==> config.mk <==
export PLATFORM = sky130hd
export DESIGN_NAME = peripheral_bin2bcd
export DESIGN_NICKNAME = d
export VERILOG_FILES = /design/src/rtl/peripheral_bin2bcd.sv
export SDC_FILE = /design/constraint.sdc
export NUM_CORES = 1
export LEC_CHECK = 0
export BUFFER_PORTS_ARGS = -buffer_cell sky130_fd_sc_hd__buf_2
export CAP_MARGIN = 20
export CORE_AREA = 2 2 128 130
export DETAILED_ROUTE_END_ITERATION = 16
export DIE_AREA = 0 0 130 132
export PLACE_DENSITY = 0.79
export SYNTH_ARGS = -nofsm -noshare
export SYNTH_HDL_FRONTEND = slang
export SYNTH_SLANG_ARGS = --single-unit
==> constraint.sdc <==
create_clock -name clk -period 1.51 [get_ports clk]
set_input_delay 0.302 -clock clk [delete_from_list [all_inputs] [get_ports clk]]
set_output_delay 0.302 -clock clk [all_outputs]
set_load 0.01 [all_outputs]
==> src/rtl/peripheral_bin2bcd.sv <==
// Memory-mapped 32-bit binary to 10-digit BCD converter, one double-dabble step per clock.
// Latency: conversion takes 32 cycles from the accepted start; register reads return on the next edge.
// No backpressure: writes and reads complete in one cycle, and BIN/CTRL writes are ignored while busy.
module peripheral_bin2bcd #(
  parameter int clk_freq = 25000000
) (
  input  logic        clk,
  input  logic        resetn,
  input  logic [31:0] d_in,
  input  logic        cs,
  input  logic [2:0]  addr,
  input  logic        rd,
  input  logic        wr,
  output logic [31:0] d_out
);

  localparam logic [1:0] ST_IDLE  = 2'd0;
  localparam logic [1:0] ST_SHIFT = 2'd1;
  localparam logic [1:0] ST_DONE  = 2'd2;

  logic [1:0]  state;
  logic [31:0] bin;
  logic [31:0] shreg;
  logic [39:0] acc;
  logic [5:0]  step;
  logic [31:0] bcd_lo;
  logic [7:0]  bcd_hi;

  logic        wr_en;
  logic        rd_en;
  logic        busy;
  logic        done;
  logic        start_ok;
  logic [39:0] acc_adj;
  logic [39:0] acc_next;
  logic [31:0] rd_mux;
  logic        unused_msb;

  assign wr_en    = cs & wr;
  assign rd_en    = cs & rd;
  assign busy     = (state == ST_SHIFT);
  assign done     = (state == ST_DONE);
  // A start is only honoured outside a running conversion.
  assign start_ok = wr_en && (addr == 3'd1) && d_in[0] && !busy;

  // Add-3 correction on every BCD digit that would overflow when doubled.
  always_comb begin
    acc_adj = acc;
    for (int i = 0; i < 10; i++) begin
      if (acc[i*4 +: 4] >= 4'd5) begin
        acc_adj[i*4 +: 4] = acc[i*4 +: 4] + 4'd3;
      end
    end
  end

  // The top digit can never exceed 4 for a 32-bit input, so its MSB is never shifted out with data.
  assign acc_next   = {acc_adj[38:0], shreg[31]};
  assign unused_msb = acc_adj[39];

  // Read data selection by word offset; unmapped and write-only offsets read zero.
  always_comb begin
    rd_mux = 32'd0;
    case (addr)
      3'd0:    rd_mux = bin;
      3'd2:    rd_mux = {30'd0, busy, done};
      3'd3:    rd_mux = bcd_lo;
      3'd4:    rd_mux = {24'd0, bcd_hi};
      default: rd_mux = 32'd0;
    endcase
  end

  // Control FSM, conversion datapath and result registers.
  always_ff @(posedge clk or negedge resetn) begin
    if (!resetn) begin
      state  <= ST_IDLE;
      bin    <= 32'd0;
      shreg  <= 32'd0;
      acc    <= 40'd0;
      step   <= 6'd0;
      bcd_lo <= 32'd0;
      bcd_hi <= 8'd0;
    end else begin
      case (state)
        ST_SHIFT: begin
          acc   <= acc_next;
          shreg <= {shreg[30:0], 1'b0};
          step  <= step + 6'd1;
          if (step == 6'd31) begin
            state  <= ST_DONE;
            bcd_lo <= acc_next[31:0];
            bcd_hi <= acc_next[39:32];
          end
        end
        default: begin
          if (wr_en && (addr == 3'd0)) begin
            bin <= d_in;
          end
          if (start_ok) begin
            state <= ST_SHIFT;
            shreg <= bin;
            acc   <= 40'd0;
            step  <= 6'd0;
          end
        end
      endcase
    end
  end

  // Registered read port: updates only on a selected read, otherwise holds.
  always_ff @(posedge clk or negedge resetn) begin
    if (!resetn) begin
      d_out <= 32'd0;
    end else if (rd_en) begin
      d_out <= rd_mux;
    end
  end

endmodule

Word level (Yosys, flattened, before mapping)
Index checks and enable logic that the tools add are counted.
- word-level logic and storage cells: 70
- bits of input ports: 40
- flip-flop bits (word level): 184
- equal/unequal tests: 8
- reductions and logical operators: 10
- multiplexer cells: 20
- bitwise gates (word level): 3
- order comparisons: 10
- add/sub/neg operators: 11
- operator list (kind ; count):
    $pmux 32 s4 ; 1
    $mux 40 ; 2
    $mux 32 ; 2
    $ge 4x3->1 const B ; 10
    $add 4x2->4 const B ; 9
    $mux 4 ; 9
    $mux 6 ; 2
    $add 6x1->6 const B ; 1
    $eq 3x2->1 const B ; 2
    $eq 6x5->1 const B ; 1
    $mux 2 ; 3
    $reduce_and 2->1 ; 3
    $logic_and 1x1->1 ; 4
    $add 3x2->3 const B ; 1
    $eq 3x1->1 const B ; 1
    $eq 3x3->1 const B ; 1
    $logic_not 3->1 ; 1
    $mux 3 ; 1
    $and 1x1->1 ; 2
    $eq 2x1->1 const B ; 1
    $eq 2x2->1 const B ; 1
    $ne 2x1->1 const B ; 1
    $reduce_bool 2->1 ; 1
    $logic_not 1->1 ; 1
    $not 1->1 ; 1

Longest topological paths before layout
- depth in word-level cells: 6
- depth in mapped cells: 7
- gate-level depth less buffers: 6

Worst setup path before layout
Ideal clock, no wire load.
- path type: register to register
- start: register acc[0]
- end: register bcd_lo[2]
- path buffers: 0
- path slack: 0.000 ns
- stages on the path, launching flop included: 7
- arrival time: 1.428 ns
- required time: 1.427 ns
- cell sequence: dfrtp_1 > inv_1 > ha_1 > nand2b_1 > a21oi_1 > mux2_2 > o21ai_0
- word-level cells in the longest chain between the ends: 2
- elaborated cells on any way between the ends: 3
- those cells by class: add/sub (1); order compare (1); mux (1)
- RTL lines (item ; line ; text):
    start: declaration ; 24 ; logic [39:0] acc;
    start signal: assignment ; 85 ; acc <= acc_next;
    $add 4x2->4 or $ge 4x3->1 (tied branches) ; 51, 50 ;
    $mux 4 * ; 50 ; if (acc[i*4 +: 4] >= 4'd5) begin
    end signal: assignment ; 90 ; bcd_lo <= acc_next[31:0];
    end: declaration ; 26 ; logic [31:0] bcd_lo;
Mark *: on every way between the ends. The rest lies on a longest branch, timed or not.
A chain may end at the register's enable or synchronous reset.

Worst setup path in the final report
- start: register state[0]
- end: register acc[31]
- word-level cells in the longest chain between the ends: 4
- elaborated cells on any way between the ends: 5
- those cells by class: eq/ne (1); mux (1); reduce/logical (3)
- RTL lines (item ; line ; text):
    start: declaration ; 21 ; logic [1:0] state;
    start signal: assignment ; 75 ; state <= ST_IDLE;
    start signal: assignment ; 89 ; state <= ST_DONE;
    start signal: assignment ; 99 ; state <= ST_SHIFT;
    $eq 2x1->1 * ; 41, 83 ;
    $logic_not 1->1 ; 44 ; assign start_ok = wr_en && (addr == 3'd1) && d_in[0] && !busy;
    $logic_and 1x1->1 ; 44 ;
    $reduce_bool 2->1 (no line) ; n/a ;
Marked as above.

==> impl_metrics.tcl <==
set metrics [dict create \
    status "finished, violations left" \
    violations "negative setup slack" \
    nets 1024 \
    intPower_mw 12.80 \
    ys_seq_elements 184 \
    wirelength_met1_mm 8.832 \
    yosysTopAreaCellShare_pct 54.70 \
    path_class "register to register" \
    syn_area_per_cell_um2 10.04 \
    synth-simple-area-share_pct 13.81 \
    p_switching_mw 7.021 \
    dp_cells 1141 \
    start_util_pct 53.57 \
    synth.mux.area_fraction_pct 6.452 \
    cts_inserted_buffers 17 \
    syn_inst 838 \
    cts.sinks 184 \
    core_area_um2 15710 \
    place_area_um2 9483 \
    crit_top_cell "o21ai_0" \
    viasPerCell 5.942 \
    final_period_minus_worst_setup_slack_ps 1569 \
    hold_viol 0 \
    die-area_um2 17160 \
    p_total_mw 19.82 \
    p_per_area_nw_per_um2 1850 \
    io_pins 72 \
    finalSetupViolations 7 \
    htree_levels 4 \
    drive_above_1_share_pct 31.97 \
    tightest_slew_ps 995.0 \
    top_layer "met4" \
    drv_cap 0 \
    antenna_found_initial 0 \
    synth-adder-area-share_pct 3.122 \
    grt_pass1_vias 6624 \
    path_clk_slew_ps 70 \
    synthesis.area_um2 8417 \
    final_cell_area_um2 10710 \
    rsz0062_at_grt "yes" \
    yosysSeqAreaShare_pct 54.70 \
    start_kind "register" \
    die_w_um 130 \
    wl_mm 22.36 \
    worst-path-buf-inv 2 \
    ant_nets 0 \
    synth_cell_types 45 \
    first_pass_iters 5 \
    endpoint_kind "register" \
    antenna_cells 0 \
    synth_xor_area_share_pct 1.145 \
    synth_compound_area_share_pct 16.93 \
    gp_congestion 0.8312 \
    cts_tree "done" \
    route.detailed.drc 0 \
    cts-root-buf "clkbuf_16" \
    p_seq_share_pct 38.5 \
    cp.required_ps 1800 \
    track_usage_pct 23.97 \
    max_freq_mhz 637.4 \
    hold_path_class "primary input to register" \
    crit_chain "buf_4, nand2b_4, buf_16, nor3_1, o21ai_0, o21ai_0" \
    cp_top_family "buffers and inverters" \
    grt_max_degree 99 \
    synth_top_family_by_area "compound AO/OA/AOI/OAI gates" \
    final_util_pct 68.17 \
    whs_ps 77.71 \
    synth_top_cell_by_area "dfrtp_1" \
    crit_path_max_incr_delay_ps 390 \
    p_leak_nw 4.930 \
    crit_slowest_cell "dfrtp_1" \
    pwr-share-clk_pct 22.3 \
    dp.final_hpwl_mm 12.67 \
    drv_slew 0 \
    clk_path_buf_depth 2 \
    port_buffers 71 \
    comb_power_share_pct 39.3 \
    wl_met2_mm 11.56 \
    clock_latency_ps 440 \
    path_max_fanout 49 \
    rows 46 \
    setup-tns-final_ps -204.4 \
    yosys_warnings 0 \
    drt_iter0_drc 567 \
    timing.final.ws_setup_ps -58.78 \
    die_y_um 132 \
    grt-ovfl-total 0 \
    synthToLayoutAreaGrowth_pct 27.26 \
    wl_per_cell_um 18.76 \
    post-place-ws_ps -218.8 \
    arrival_ps 1860 \
    routed-wl-met3_mm 1.299 \
    synth_area_leaders "dfrtp_1, o21ai_0, mux2_2" \
    grt_first_pass_wirelength_mm 32.55 \
    stdcell_count 1192 \
    skew_ps 9.627 \
    ir_worst_vdd_mv 1.135 \
    p_sw_share_pct 35.42 \
    dr_total_vias 7083 \
    syn-num-nets 899 \
    slew-limit-headroom_pct 33.27 \
    period_share_pct 103.9 \
]
-- cell families after synthesis --
logic type,after synthesis
AO/OA/AOI/OAI,255
XOR/XNOR,11
adder cells (fa/ha/maj),21
buffers and inverters,73
flip-flops,184
multiplexers,49
AND/OR/NAND/NOR,245
-- state kept, by name, summed over array words and instances (netlist names) --
register  flops
step          6
state         2
bcd_hi        8
shreg        32
acc          40
bin          32
bcd_lo       32
d_out        32
-- cell type report --
class / count / area [µm²]
Clock buffer: 25 / 485.5
Clock inverter: 7 / 91.34
Fill cell: 1099 / 5001
Inverter: 20 / 75.07
Multi-Input combinational cell: 581 / 3910
Sequential cell: 184 / 4606
Tap cell: 216 / 270.3
Timing Repair Buffer: 159 / 1274
-- worst reg2reg max path, stage by stage (launching register included) --
cell and delay, ps:
dfrtp_1 390, buf_4 160, nand2b_4 130, buf_16 240
nor3_1 110, o21ai_0 230, o21ai_0 160
-- cell usage after synthesis (all sizes together) --
cell and instances:
or3b 10, buf 26, and3 3, a221o 2, nor3b 9, o2bb2ai 6
a32o 2, nand3b 1, a21oi 83, xnor2 10, or2 1, o31ai 1
a22oi 24, nand2b 12, and4b 1, inv 20, a2111oi 1, nor3 10
clkbuf 27, dfrtp 184, a22o 6, a31oi 12, xor2 1, and3b 1
mux2i 7, and2 1, a211oi 1, o21ai 117, nand2 107, nor2 50
nor4 1, or3 1, ha 21, nand4b 1, mux2 42, nor2b 3
nand3 33
-- timing repair --
item / in CTS / in global routing
setup buffers: 9 / 5
endpoints found under the hold margin: 34 / 0
gates resized for setup: 36 / 105
gates cloned: 1 / 3
setup endpoints to repair: 37 / 72
pin swaps: 11 / 24
hold buffers: 1 / 0
-- routing by layer --
| metal | vias to the layer above | global-route usage, % |
|---|---|---|
| met1 | 3536 | 31.17 |
| met5 | - | 0 |
| met2 | 282 | 40.23 |
| met4 | 0 | 8.542 |
| li1 | 3207 | - |
| met3 | 58 | 4.221 |
-- worst paths after layout --
kind	from	to	slack (ps)	cells past startpoint
max in group asynchronous	resetn	bin[9]	520	3
worst max register to register	state[0]	acc[31]	-60	6
worst max-delay path	state[0]	acc[31]	-60	6
worst min register to register	d_out[17]	d_out[17]	480	2
min in group asynchronous	resetn	acc[38]	380	2
worst min-delay path	d_in[5]	bin[5]	80	2
-- cells in the final DEF, fill, tap and decap left out, types with 10 or more instances in the layout --
master     count
clkbuf_16     20
buf_4         66
buf_12        12
mux2_4        13
buf_2         70
nand3_1       31
o21ai_1       24
mux2_2        26
o21ai_0       87
dfrtp_1      183
a31oi_1       12
inv_2         14
a21oi_1       71
a22oi_1       24
nand2_1      106
nor3_1        10
nand2b_4      10
nor2_1        44
-- power by group through the flow --
stage                     clock [mW]  combinational [mW]  sequential (mW)
after floorplan                    0                3.71             7.16
after global placement             0                5.45             7.39
after detailed placement           0                5.73             7.46
after CTS                       4.44                6.21             7.42
after global routing            4.66                8.49             7.77
final                           4.42                7.78             7.62
No activity file was read; power rests on OpenSTA's default activity.
